$ cat config.mk
export PLATFORM = sky130hd
export DESIGN_NAME = joy_port_ctrl
export DESIGN_NICKNAME = d
export VERILOG_FILES = /design/src/rtl/joy_pkg.sv /design/src/rtl/joy_debounce.sv /design/src/rtl/joy_port_ctrl.sv
export SDC_FILE = /design/constraint.sdc
export NUM_CORES = 1
export LEC_CHECK = 0
export ABC_AREA = 1
export CAP_MARGIN = 40
export CORE_MARGIN = 2
export CORE_UTILIZATION = 51
export CTS_CLUSTER_DIAMETER = 120
export CTS_CLUSTER_SIZE = 25
export DETAILED_ROUTE_END_ITERATION = 16
export GPL_ROUTABILITY_DRIVEN = 0
export PLACE_DENSITY = 0.84
export SLEW_MARGIN = 15
export SYNTH_ARGS = -nofsm -noshare
export SYNTH_HDL_FRONTEND = slang
export SYNTH_HIERARCHICAL = 1
export SYNTH_SLANG_ARGS = --single-unit
$ cat constraint.sdc
create_clock -name clk_sys -period 1.8 [get_ports clk_sys]
set_input_delay 0.36 -clock clk_sys [delete_from_list [all_inputs] [get_ports clk_sys]]
set_output_delay 0.36 -clock clk_sys [all_outputs]
set_load 0.02 [all_outputs]
$ cat src/rtl/joy_pkg.sv
// Shared types and constants for the Oric joystick port controller.
// Latency: n/a (types, constants and a pure decode function only).
// Backpressure: n/a.
package joy_pkg;

    // Joystick adapter plugged into the Oric printer port.
    typedef enum logic [1:0] {
        ADP_NONE = 2'd0,
        ADP_PASE = 2'd1,
        ADP_IJK  = 2'd2,
        ADP_RSVD = 2'd3
    } adapter_t;

    // Port controller sequencing states.
    typedef enum logic [1:0] {
        ST_IDLE   = 2'd0,
        ST_SETTLE = 2'd1,
        ST_DRIVE  = 2'd2
    } state_t;

    // One-hot pad selection.
    typedef logic [1:0] sel_t;
    localparam sel_t SEL_NONE = 2'b00;
    localparam sel_t SEL_PAD0 = 2'b01;
    localparam sel_t SEL_PAD1 = 2'b10;

    // Pad byte bit positions (active-high).
    localparam int JOY_R    = 0;
    localparam int JOY_L    = 1;
    localparam int JOY_D    = 2;
    localparam int JOY_U    = 3;
    localparam int JOY_FIRE = 4;

    // VIA port A select bits.
    localparam int PA_SEL0 = 6;
    localparam int PA_SEL1 = 7;

    // Which pad the adapter is being asked for. sel_bits = {PA7, PA6}.
    // PASE gives PA7 priority; IJK only answers while the strobe is low
    // and gives PA6 priority.
    function automatic sel_t decode_sel(input adapter_t adp,
                                        input logic     strobe,
                                        input logic [1:0] sel_bits);
        sel_t s;
        s = SEL_NONE;
        case (adp)
            ADP_PASE: begin
                if (sel_bits[1])      s = SEL_PAD0;
                else if (sel_bits[0]) s = SEL_PAD1;
            end
            ADP_IJK: begin
                if (!strobe) begin
                    if (sel_bits[0])      s = SEL_PAD0;
                    else if (sel_bits[1]) s = SEL_PAD1;
                end
            end
            default: s = SEL_NONE;
        endcase
        return s;
    endfunction

endpackage

$ cat src/rtl/joy_debounce.sv
// Per-pad 2-flop synchroniser followed by a stability counter on the synced byte.
// Latency: 2 clk sync + TICKS ce ticks of unchanged input before o_acc updates.
// Backpressure: none; free-running, any change of the synced byte restarts the count.
module joy_debounce #(
    parameter int TICKS = 4
) (
    input  logic       clk_sys,
    input  logic       reset,
    input  logic       ce,
    input  logic [7:0] i_raw,
    output logic [7:0] o_acc
);

    logic [7:0] r_sync1;
    logic [7:0] r_sync2;
    logic [7:0] r_last;
    logic [7:0] r_acc;
    logic [3:0] r_cnt;

    // Bring the asynchronous pad byte into the clk_sys domain.
    always_ff @(posedge clk_sys) begin
        if (reset) begin
            r_sync1 <= '0;
            r_sync2 <= '0;
        end else begin
            r_sync1 <= i_raw;
            r_sync2 <= r_sync1;
        end
    end

    // Restart on any change (every clock), count ce ticks only while the
    // candidate differs from the accepted byte, accept on the TICKS-th tick.
    always_ff @(posedge clk_sys) begin
        if (reset) begin
            r_last <= '0;
            r_acc  <= '0;
            r_cnt  <= '0;
        end else if (r_sync2 != r_last) begin
            r_last <= r_sync2;
            r_cnt  <= '0;
        end else if (ce && (r_last != r_acc)) begin
            if (r_cnt == 4'(TICKS - 1)) begin
                r_acc <= r_last;
                r_cnt <= '0;
            end else begin
                r_cnt <= r_cnt + 4'd1;
            end
        end
    end

    assign o_acc = r_acc;

endmodule

$ cat src/rtl/joy_port_ctrl.sv
// Oric VIA port A joystick overlay controller: debounce, autofire, pad select FSM, PASE/IJK map.
// Latency: outputs registered, 1 clk after state/data; pad edge = 2 clk + DEBOUNCE_TICKS ce + 1 clk.
// Backpressure: none; outputs are forced to zero while a selection change settles.
module joy_port_ctrl
    import joy_pkg::*;
#(
    parameter int DEBOUNCE_TICKS = 4,
    parameter int SETTLE_TICKS   = 2,
    parameter int AUTOFIRE_DIV   = 8192
) (
    input  logic       clk_sys,
    input  logic       reset,
    input  logic       ce,
    input  logic [7:0] joystick_0,
    input  logic [7:0] joystick_1,
    input  logic [1:0] adapter,
    input  logic [1:0] autofire_en,
    input  logic       via_strobe,
    input  logic [7:0] via_pa_in,
    output logic [7:0] joy_mask,
    output logic [7:0] joy_value,
    output logic       ijk_present,
    output logic [1:0] sel_pad
);

    localparam int AFW = (AUTOFIRE_DIV > 2) ? $clog2(AUTOFIRE_DIV) : 1;

    logic [7:0]     w_acc0;
    logic [7:0]     w_acc1;
    logic [4:0]     w_eff0;
    logic [4:0]     w_eff1;
    logic [4:0]     w_pad;
    logic [AFW-1:0] r_af_cnt;
    logic           r_af_phase;

    adapter_t       w_adp;
    adapter_t       r_adp;
    logic           w_adp_chg;
    sel_t           w_raw_sel;
    sel_t           r_cur_sel;

    state_t         r_state;
    state_t         w_state_nxt;
    logic           w_settle_load;
    logic           w_settle_inc;
    logic [3:0]     r_settle_cnt;

    logic           w_drive;
    logic           w_active;
    logic           w_ijk_bit;
    logic [7:0]     w_mask;
    sel_t           w_sel_out;

    logic [7:0]     r_mask;
    logic           r_ijk;
    sel_t           r_sel;

    logic           w_unused;

    joy_debounce #(.TICKS(DEBOUNCE_TICKS)) u_deb0 (
        .clk_sys (clk_sys),
        .reset   (reset),
        .ce      (ce),
        .i_raw   (joystick_0),
        .o_acc   (w_acc0)
    );

    joy_debounce #(.TICKS(DEBOUNCE_TICKS)) u_deb1 (
        .clk_sys (clk_sys),
        .reset   (reset),
        .ce      (ce),
        .i_raw   (joystick_1),
        .o_acc   (w_acc1)
    );

    // Shared autofire divider: phase flips every AUTOFIRE_DIV ce ticks.
    always_ff @(posedge clk_sys) begin
        if (reset) begin
            r_af_cnt   <= '0;
            r_af_phase <= 1'b0;
        end else if (ce) begin
            if (r_af_cnt == AFW'(AUTOFIRE_DIV - 1)) begin
                r_af_cnt   <= '0;
                r_af_phase <= ~r_af_phase;
            end else begin
                r_af_cnt <= r_af_cnt + 1'b1;
            end
        end
    end

    // Effective direction+fire bits; autofire gates fire with the shared phase.
    assign w_eff0 = {w_acc0[JOY_FIRE] & (~autofire_en[0] | r_af_phase), w_acc0[3:0]};
    assign w_eff1 = {w_acc1[JOY_FIRE] & (~autofire_en[1] | r_af_phase), w_acc1[3:0]};

    assign w_adp     = adapter_t'(adapter);
    assign w_adp_chg = (w_adp != r_adp);
    assign w_raw_sel = decode_sel(w_adp, via_strobe, {via_pa_in[PA_SEL1], via_pa_in[PA_SEL0]});

    // Track the adapter setting so a change can be seen on the next clock.
    always_ff @(posedge clk_sys) begin
        if (reset) r_adp <= ADP_NONE;
        else       r_adp <= w_adp;
    end

    // FSM state register.
    always_ff @(posedge clk_sys) begin
        if (reset) r_state <= ST_IDLE;
        else       r_state <= w_state_nxt;
    end

    // Next state: adapter change wins over a selection change; both are
    // checked every clock, only the settle count waits for ce.
    always_comb begin
        w_state_nxt   = r_state;
        w_settle_load = 1'b0;
        w_settle_inc  = 1'b0;
        case (r_state)
            ST_IDLE: begin
                if ((w_adp == ADP_PASE) || (w_adp == ADP_IJK)) begin
                    w_state_nxt   = ST_SETTLE;
                    w_settle_load = 1'b1;
                end
            end
            ST_SETTLE, ST_DRIVE: begin
                if (w_adp_chg) begin
                    w_state_nxt = ST_IDLE;
                end else if (w_raw_sel != r_cur_sel) begin
                    w_state_nxt   = ST_SETTLE;
                    w_settle_load = 1'b1;
                end else if (r_state == ST_SETTLE) begin
                    if ((SETTLE_TICKS == 0) ||
                        (ce && (r_settle_cnt == 4'(SETTLE_TICKS - 1)))) begin
                        w_state_nxt = ST_DRIVE;
                    end else if (ce) begin
                        w_settle_inc = 1'b1;
                    end
                end
            end
            default: w_state_nxt = ST_IDLE;
        endcase
    end

    // Selection latch and settle counter, loaded whenever SETTLE is (re)entered.
    always_ff @(posedge clk_sys) begin
        if (reset) begin
            r_cur_sel    <= SEL_NONE;
            r_settle_cnt <= '0;
        end else if (w_settle_load) begin
            r_cur_sel    <= w_raw_sel;
            r_settle_cnt <= '0;
        end else if (w_settle_inc) begin
            r_settle_cnt <= r_settle_cnt + 4'd1;
        end
    end

    // Pad map is only driven in a stable DRIVE: a pending adapter or
    // selection change blanks the outputs in the same clock it is seen.
    assign w_drive   = (r_state == ST_DRIVE) && !w_adp_chg && (w_raw_sel == r_cur_sel);
    assign w_active  = (r_state != ST_IDLE) && !w_adp_chg;
    assign w_ijk_bit = w_active && (w_adp == ADP_IJK) && !via_strobe;
    assign w_pad     = (r_cur_sel == SEL_PAD1) ? w_eff1 : w_eff0;
    assign w_sel_out = w_drive ? r_cur_sel : SEL_NONE;

    // Adapter-specific wiring of pad bits onto PA lines.
    always_comb begin
        w_mask = 8'h00;
        if (w_drive && (r_cur_sel != SEL_NONE)) begin
            case (w_adp)
                ADP_PASE: begin
                    w_mask[0] = w_pad[JOY_L];
                    w_mask[1] = w_pad[JOY_R];
                    w_mask[3] = w_pad[JOY_D];
                    w_mask[4] = w_pad[JOY_U];
                    w_mask[5] = w_pad[JOY_FIRE];
                end
                ADP_IJK: begin
                    w_mask[0] = w_pad[JOY_R];
                    w_mask[1] = w_pad[JOY_L];
                    w_mask[2] = w_pad[JOY_FIRE];
                    w_mask[3] = w_pad[JOY_D];
                    w_mask[4] = w_pad[JOY_U];
                end
                default: w_mask = 8'h00;
            endcase
        end
        w_mask[5] = w_mask[5] | w_ijk_bit;
    end

    // Output registers.
    always_ff @(posedge clk_sys) begin
        if (reset) begin
            r_mask <= '0;
            r_ijk  <= 1'b0;
            r_sel  <= SEL_NONE;
        end else begin
            r_mask <= w_mask;
            r_ijk  <= w_ijk_bit;
            r_sel  <= w_sel_out;
        end
    end

    assign joy_mask    = r_mask;
    assign joy_value   = 8'h00;
    assign ijk_present = r_ijk;
    assign sel_pad     = r_sel;

    // PA data bits and the upper pad bits have no role in the overlay.
    assign w_unused = ^{via_pa_in[5:0], w_acc0[7:5], w_acc1[7:5]};

endmodule

==> results.cfg, run 1 <==
[detailed_routing]
wl_per_cell_um = 9.45
ant_nets = 0
vias = 4101
drt_first_pass_iters = 5
via_per_inst = 4.47
drc_errors = 0
finalWirelength_um = 8670
drt_iter0_markers = 120

[timing]
finalCritPeriodShare_pct = 92.7
setup_viol = 0
min_period_ps = 1670
whs_ps = 407
rsz0062_at_grt = false
fmax_ghz = 0.599
finalClockSkew_ps = 11.4
hold_violations = 0
maxSlewViolCount = 0

[setup_path]
cp_max_fo = 1
slowest_stage = clkdlybuf4s50_1
required_ps = 1440
worstPathCellList = clkdlybuf4s50_1
max_stage_delay_ps = 610
cp-end-kind = output pin
cp_num_buf_inv = 1
crit_type = flop to output pin
arrival_ps = 1310
cp_top_family = buffers and inverters
crit_path_start_kind = flop

[placed_design]
place_area_um2 = 5600
port_buffers = 34
place_hpwl_um = 6420

[synthesis]
synth_top_area_share_pct = 42.1
synth.distinct_cells = 38
async_flop_share_pct = 0
syn-instance-count = 718
synth_area_leaders = dfxtp_1 42%, nand2_1 14%, inv_1 9.8%
syn_avg_cell_area_um2 = 6.95
ys_seq_area_share_pct = 42.1
synth_seq_cells = 105
yosysWarnings = 6
yosysTopAreaCell = dfxtp_1
synth-edff-count = 0
synthFlopType = dfxtp_1
syn_area_um2 = 4990

[power_and_ir_drop]
p_leak_nw = 2.61
irDropWorstVdd_uv = 441
total_power_w = 0.00470
powerDensity_nw_per_um2 = 806

[layout]
nFillCells = 868
final_util_pct = 60.5
fin_area_um2 = 5830
drive_above_1_share_pct = 11.0
nets = 822
diodes = 0
areaGrowthSynthToFinish_pct = 16.9

[clocking]
htree_levels = 3
clk_pin_slew_ps = 100
cts_num_sinks = 105
clk_latency_ps = 370
cts_buffer_depth = 2
cts_tree = built
cts-root-buf = clkbuf_8
hold_buffers = 0
cts_made_buffers = 9

[floorplan]
num_rows = 36
initial_core_util_pct = 51.8
die_area_um2 = 10600
die_x_um = 103
boundaryPins = 51
core-area_um2 = 9640
die-height_um = 103

[global_route]
grt_max_degree = 39
grt_pass1_vias = 3675
grt_pass1_wl_um = 14700
antenna_found_initial = 0
grt_overflow = 0
grtUsageTotal_pct = 17.2

[outcome]
outcome = completed

[run]
cap_violations = 0

[hold_path]
worstHoldPathType = flop to flop
-- cells by family (layout without fill, tap and decap cells) --
kind of cell	after synthesis	in the layout	synth area share, %
adders and majority gates	11	11	2.76
other	1	10	0.0751
AOI/OAI and AO/OA	25	25	3.18
buffers and inverters	161	218	13.3
DFF	105	105	42.1
xor gates and xnor gates	29	29	5.09
muxes	2	2	0.401
and+or+nand+nor	384	384	33.1
-- cells in the final DEF (no fill, tap or decap), types with 3 or more instances in the layout --
master,Yosys,final
nor3_1,6,6
inv_6,0,3
nor2_1,130,129
nand2_1,184,182
nand4_1,8,8
ha_1,11,9
a21oi_1,12,12
nand2_2,6,8
xnor2_1,20,20
conb_1,1,10
nor2_4,5,5
clkbuf_8,0,9
xor2_1,9,9
dfxtp_1,105,105
clkdlybuf4s50_1,0,31
buf_4,10,28
inv_1,130,130
o211a_1,3,3
inv_2,8,7
nand3_1,24,23
nor2_2,7,8
nor3b_1,3,3
-- repair_timing --
action / in CTS / in global routing
gates resized for setup: 7 / 2
setup buffers: 0 / 0
pin swaps: 2 / 0
setup endpoints to repair: 14 / 9
-- synthesized netlist by cell type (5+ instances only) --
cell	instances
nor2_4	5
nand2_2	6
nand2_1	184
dfxtp_1	105
nor3_1	6
a21oi_1	12
buf_4	10
nor2_1	130
nor2_2	7
ha_1	11
nand3_1	24
xnor2_1	20
clkbuf_1	7
inv_1	130
xor2_1	9
inv_2	8
nand4_1	8
-- report_power, final --
group	total (W)	switching [W]	internal (W)
registers	0.00246	0.0000599	0.00240
clock network	0.00149	0.000827	0.000667
logic	0.000748	0.000448	0.000300
-- flip-flops by register name (all words and copies together), names as in the netlist, 4 cells and up --
signal,count
u_deb0/r_cnt,4
u_deb1/r_cnt,4
joy_mask,6
u_deb1/r_sync2,8
u_deb0/r_sync1,8
u_deb1/r_last,8
u_deb1/r_sync1,8
u_deb0/r_sync2,8
u_deb1/o_acc,8
r_settle_cnt,4
u_deb0/o_acc,8
u_deb0/r_last,8
r_af_cnt,13
-- final timing paths --
kind,cells past startpoint,to,slack [ps],startpoint
max reg2reg,6,r_af_cnt[12],200,r_af_cnt[0]
min reg2reg,2,u_deb0/r_sync2[1],410,u_deb0/r_sync1[1]
min,2,u_deb0/r_sync2[1],410,u_deb0/r_sync1[1]
max,1,joy_mask[3],130,joy_mask[3]
-- layer usage --
layer / wire, µm / share of wire [%] / GRT usage (%)
met3: 296 / 3.4 / 3.19
met5: 0 / 0 / 0
met4: 223 / 2.6 / 7.69
met1: 4070 / 47 / 19.8
met2: 4080 / 47 / 31.0
-- worst reg2reg max path: cells and delay by family (launching register included) --
family	cells	cell delay, ps
flip-flops	1	380
adder cells (fa/ha/maj)	1	250
AND/OR/NAND/NOR	4	790
AO/OA/AOI/OAI	1	70
-- final cells by class --
class                   count  area, µm²  share of cell area (%)
well taps                 133        166                    2.85
multi-input cells         461       2290                    39.2
inverters                 140        528                    9.05
clock buffers               9        124                    2.12
repair buffers             62        543                    9.31
flip-flops and latches    105       2100                    36.0
clock inverters             7       85.1                    1.46
-- metrics by stage --
step                      cells  worst slack [ps]  TNS [ps]
after floorplan             727               195         0
after global placement      901              -433     -8430
after CTS                   917               105         0
after global routing        917              2.58         0
after detailed placement    901              -489     -9410
final                       917               131         0
(Power assumes the default switching activity.)
==> inputs of run 2 (changes only) <==
Settings changed: CTS_CLUSTER_SIZE 25 to 12, DONT_BUFFER_PORTS from default to 1, PLACE_DENSITY 0.84 to 0.77.
==> run 2 against run 1 <==
Critical path depth grew 5. Sequential share of layout area rose by 4.2 points. Final area decreased by 10%. Critical endpoint is now r_af_cnt[1]. Critical path type is now flop to flop.
==> results.cfg, run 2 (synthesized netlist as in run 1, its figures left out) <==
[power_and_ir_drop]
total_power_w = 0.00437
irDropWorstVdd_uv = 326
p_leak_nw = 2.33
powerDensity_nw_per_um2 = 836

[floorplan]
num_rows = 36
boundaryPins = 51
die_area_um2 = 10600
die-height_um = 103
core-area_um2 = 9640
initial_core_util_pct = 51.8
die_x_um = 103

[outcome]
outcome = completed

[layout]
areaGrowthSynthToFinish_pct = 4.74
diodes = 0
top_register = r_af_cnt
register_area_um2 = 2100
final_common_cell = nand2_1
final_util_pct = 54.2
largest_reg_flops = 13
multi_input_area_um2 = 2260
layout_common_cells = 184 x nand2_1, 130 x inv_1, 130 x nor2_1
drive_above_1_share_pct = 6.93
nFillCells = 948
nets = 760

[clocking]
cts_resized = 0
cts_made_buffers = 9
clk_pin_slew_ps = 100
htree_levels = 3
cts-root-buf = clkbuf_8
cts_buffer_depth = 2
cts_num_sinks = 105
hold_buffers = 0
cts_setup_buffers = 0
clk_latency_ps = 370
cts_tree = built

[run]
cap_violations = 0

[placed_design]
place_hpwl_um = 6460
port_buffers = 0

[detailed_routing]
finalWirelength_um = 8570
drt_iter0_markers = 215
ant_nets = 0
highest_layer = met4
wl_met2_um = 4170
via_per_inst = 4.58
wl_met1_um = 3920
vias = 3919
drt_first_pass_iters = 4
drc_errors = 0
wl_met3_um = 303
wl_per_cell_um = 10.0

[timing]
rsz0062_at_grt = false
min_period_ps = 1620
finalCritPeriodShare_pct = 89.8
hold_violations = 0
setup_viol = 0
fin_tns_setup_ps = 0
finalClockSkew_ps = 11.8
maxSlewViolCount = 0
fmax_ghz = 0.619

[setup_path]
max_stage_delay_ps = 380
worstPathCellList = ha_1 > nand3_1 > nor3_1 > nand3_1 > nand2_1 > nor3_1
r2r_end = r_af_cnt[1]
arrival_ps = 1870
crit_path_start_kind = flop
cp_num_buf_inv = 0
cp-endpoint = r_af_cnt[1]
crit_start = r_af_cnt[0]
cp_max_fo = 8
cp-end-kind = flop
r2r_cells = 6
rrSetupSlack_ps = 180
crit_type = flop to flop
slowest_stage = dfxtp_1
crit_cells = 6
rr_startpoint = r_af_cnt[0]
cp_top_family = simple AND/OR/NAND/NOR gates
required_ps = 2060

[hold_path]
worstHoldPathType = input port to flop

[global_route]
grtUsageTotal_pct = 17.4
grt_max_degree = 65
antenna_found_initial = 0
grt_overflow = 0
grt_pass1_wl_um = 14600
grt_pass1_vias = 3543
[run 2: cell count changes in the layout (fill, tap and decap cells not counted), sizes merged]
cell / previous run / this run
buf: 29 / 0
bufinv: 1 / 0
clkbuf: 9 / 10
clkdlybuf4s50: 31 / 0
clkinv: 4 / 3
clkinvlp: 1 / 2
dlygate4sd2: 2 / 0
[run 2: worst min-delay path by stage]
stage | end | depth (start not counted) | slack, ps | from
6_report | u_deb1/r_sync2[2] | 1 | 60 | reset
5_1_grt | u_deb1/r_sync2[3] | 1 | 30 | reset
2_1_floorplan | u_deb0/r_sync2[0] | 2 | 390 | u_deb0/r_sync1[0]
4_1_cts | u_deb1/r_last[2] | 1 | 30 | reset
3_5_place_dp | u_deb0/r_sync2[0] | 2 | 400 | u_deb0/r_sync1[0]
3_3_place_gp | u_deb0/r_sync2[6] | 2 | 390 | u_deb0/r_sync1[6]
[run 2: final cells by class]
| type | instances | share of cell area [%] |
|---|---|---|
| Multi-Input combinational cell | 461 | 43.2 |
| Sequential cell | 105 | 40.2 |
| Inverter | 140 | 10.1 |
| Tap cell | 133 | 3.18 |
| Clock buffer | 10 | 2.44 |
| Clock inverter | 6 | 0.933 |
[run 2: per-stage QoR]
step	cell area, µm²	setup WS (ps)	hold slack, ps	std cells
2_1_floorplan	5030	195	388	727
3_3_place_gp	5050	60.6	391	839
3_5_place_dp	5050	35.6	397	839
4_1_cts	5230	169	28.9	855
5_1_grt	5230	29.5	28.6	855
6_report	5230	184	55.5	855
[run 2: worst reg2reg max path, delay by kind of cell, from the launching register on]
kind	cells	cell delay [ps]
flops	1	380
fa+ha+maj	1	260
simple gates	5	880
[run 2: metal layers]
layer  global-route usage, %  vias to the layer above
met5                       0                        -
met4                    8.10                        0
met3                    3.32                       14
met2                    30.6                       56
met1                    20.5                     1755
li1                        -                     2094
[run 2: power breakdown]
group | internal, W | switching [W] | leakage, nW
Sequential | 0.00240 | 0.0000621 | 0.856
Clock | 0.000521 | 0.000819 | 0.0852
Combinational | 0.000192 | 0.000379 | 1.39
==> inputs of run 3 (changes only) <==
Settings changed: CTS_CLUSTER_SIZE 12 to 25, PLACE_DENSITY 0.77 to 0.64, SKIP_CTS_REPAIR_TIMING from default to 1.
==> run 3 against run 2 <==
Die area unchanged. Final cell count unchanged. Final area increased by 0.38%. Clock-buffer cell count increased by 2. Clock power increased by 6%. Register-to-register slack got worse by 20 ps. Non-clock buffer count unchanged. Highest routed layer unchanged.
==> results.cfg, run 3 (synthesized netlist as in run 1, its figures left out) <==
[power_and_ir_drop]
powerDensity_nw_per_um2 = 848
swShare_pct = 27.2
total_power_w = 0.00445
irDropWorstVdd_uv = 547
power_frac_seq_pct = 55.3
clkPwrFrac_pct = 31.8
p_sw_w = 0.00121
p_leak_nw = 2.33
internal-power_w = 0.00324
p_comb_share_pct = 12.9

[clocking]
clk_latency_ps = 350
cts_made_buffers = 9
cts_num_sinks = 105
htree_levels = 3
clk_pin_slew_ps = 100
cts_tree = built
cts-root-buf = clkbuf_8
cts_buffer_depth = 2

[global_route]
grt_overflow = 0
grt_pass1_vias = 3455
grtUsageTotal_pct = 17.1
grt_max_degree = 65
grt_pass1_wl_um = 14500
antenna_found_initial = 0

[timing]
setup_viol = 0
hold_violations = 0
finalClockSkew_ps = 9.59
fmax_ghz = 0.613
whs_ps = 60.7
rsz0062_at_grt = false
min_period_ps = 1630
maxSlewViolCount = 0
finalCritPeriodShare_pct = 90.7

[layout]
nFillCells = 968
diodes = 0
top_register = r_af_cnt
drive_above_1_share_pct = 6.93
layout_common_cells = 183 x nand2_1, 130 x inv_1, 130 x nor2_1
fin_area_um2 = 5250
final_common_cell = nand2_1
largest_reg_flops = 13
areaGrowthSynthToFinish_pct = 5.14
nets = 760

[floorplan]
die_x_um = 103
core-area_um2 = 9640
die_area_um2 = 10600
die-height_um = 103
initial_core_util_pct = 51.8
num_rows = 36
boundaryPins = 51

[setup_path]
cp_num_buf_inv = 2
arrival_ps = 1890
crit_path_start_kind = flop
cp_top_family = simple AND/OR/NAND/NOR gates
slowest_stage = dfxtp_1
cp_max_fo = 8
crit_type = flop to flop
worstPathCellList = inv_1 > ha_1 > inv_1 > nor2_4 > nand2_1 > o21ai_0 > nand2_1 > nand2_1 > nor2_1
critPathMostFrequentCell = nand2_1
cp-end-kind = flop
required_ps = 2050
max_stage_delay_ps = 390

[detailed_routing]
ant_nets = 0
drt_iter0_markers = 110
drc_errors = 0
drt_first_pass_iters = 5
vias = 3808
wl_per_cell_um = 9.89
via_per_inst = 4.45
finalWirelength_um = 8460

[placed_design]
port_buffers = 0
place_hpwl_um = 6240
place_area_um2 = 5050

[outcome]
outcome = completed

[hold_path]
worstHoldPathType = input port to flop

[run]
cap_violations = 0
==> run 3: final cells by class <==
cell class / instances / area (µm²) / share of cell area, %
clock buffers: 12 / 135 / 2.57
clock inverters: 4 / 53.8 / 1.03
flip-flops and latches: 105 / 2100 / 40.0
inverters: 140 / 526 / 10.0
multi-input cells: 461 / 2270 / 43.2
well taps: 133 / 166 / 3.17
==> run 3: worst register-to-register path, stage by stage, from the launching register on <==
cell	delay (ps)
dfxtp_1	390
inv_1	80
ha_1	280
inv_1	60
nor2_4	190
nand2_1	90
o21ai_0	100
nand2_1	130
nand2_1	150
nor2_1	60
==> run 3: stage by stage <==
stage	TNS [ps]	util, %	cells	setup WS, ps
2_1_floorplan	0	-	727	195
3_3_place_gp	0	52.4	839	50.7
3_5_place_dp	-29.4	52.4	839	-13.6
4_1_cts	0	54.4	855	63.9
5_1_grt	0	54.5	855	10.1
6_report	0	54.5	855	168
==> run 3: power groups by stage <==
| stage | registers (W) | clock network [W] | logic [W] |
|---|---|---|---|
| finish | 0.00246 | 0.00142 | 0.000574 |
| global route | 0.00248 | 0.00157 | 0.000661 |
| CTS | 0.00246 | 0.00148 | 0.000573 |
| detailed placement | 0.00252 | 0 | 0.000570 |
| global placement | 0.00251 | 0 | 0.000553 |
| floorplan | 0.00250 | 0 | 0.000515 |
==> run 3: worst paths after layout <==
kind	startpoint	slack, ps	cells past startpoint	to
min reg2reg	u_deb0/r_sync1[3]	400	2	u_deb0/r_sync2[3]
min	reset	60	1	u_deb1/r_sync1[1]
max	r_state[0]	170	9	r_settle_cnt[1]
max reg2reg	r_state[0]	170	9	r_settle_cnt[1]
==> run 3: metal layers <==
layer	part of all wire (%)	wire [µm]	global-route usage [%]
met5	0	0	0
met4	1.4	116	6.68
met3	3.7	313	4.00
met2	46	3850	28.1
met1	49	4170	21.7
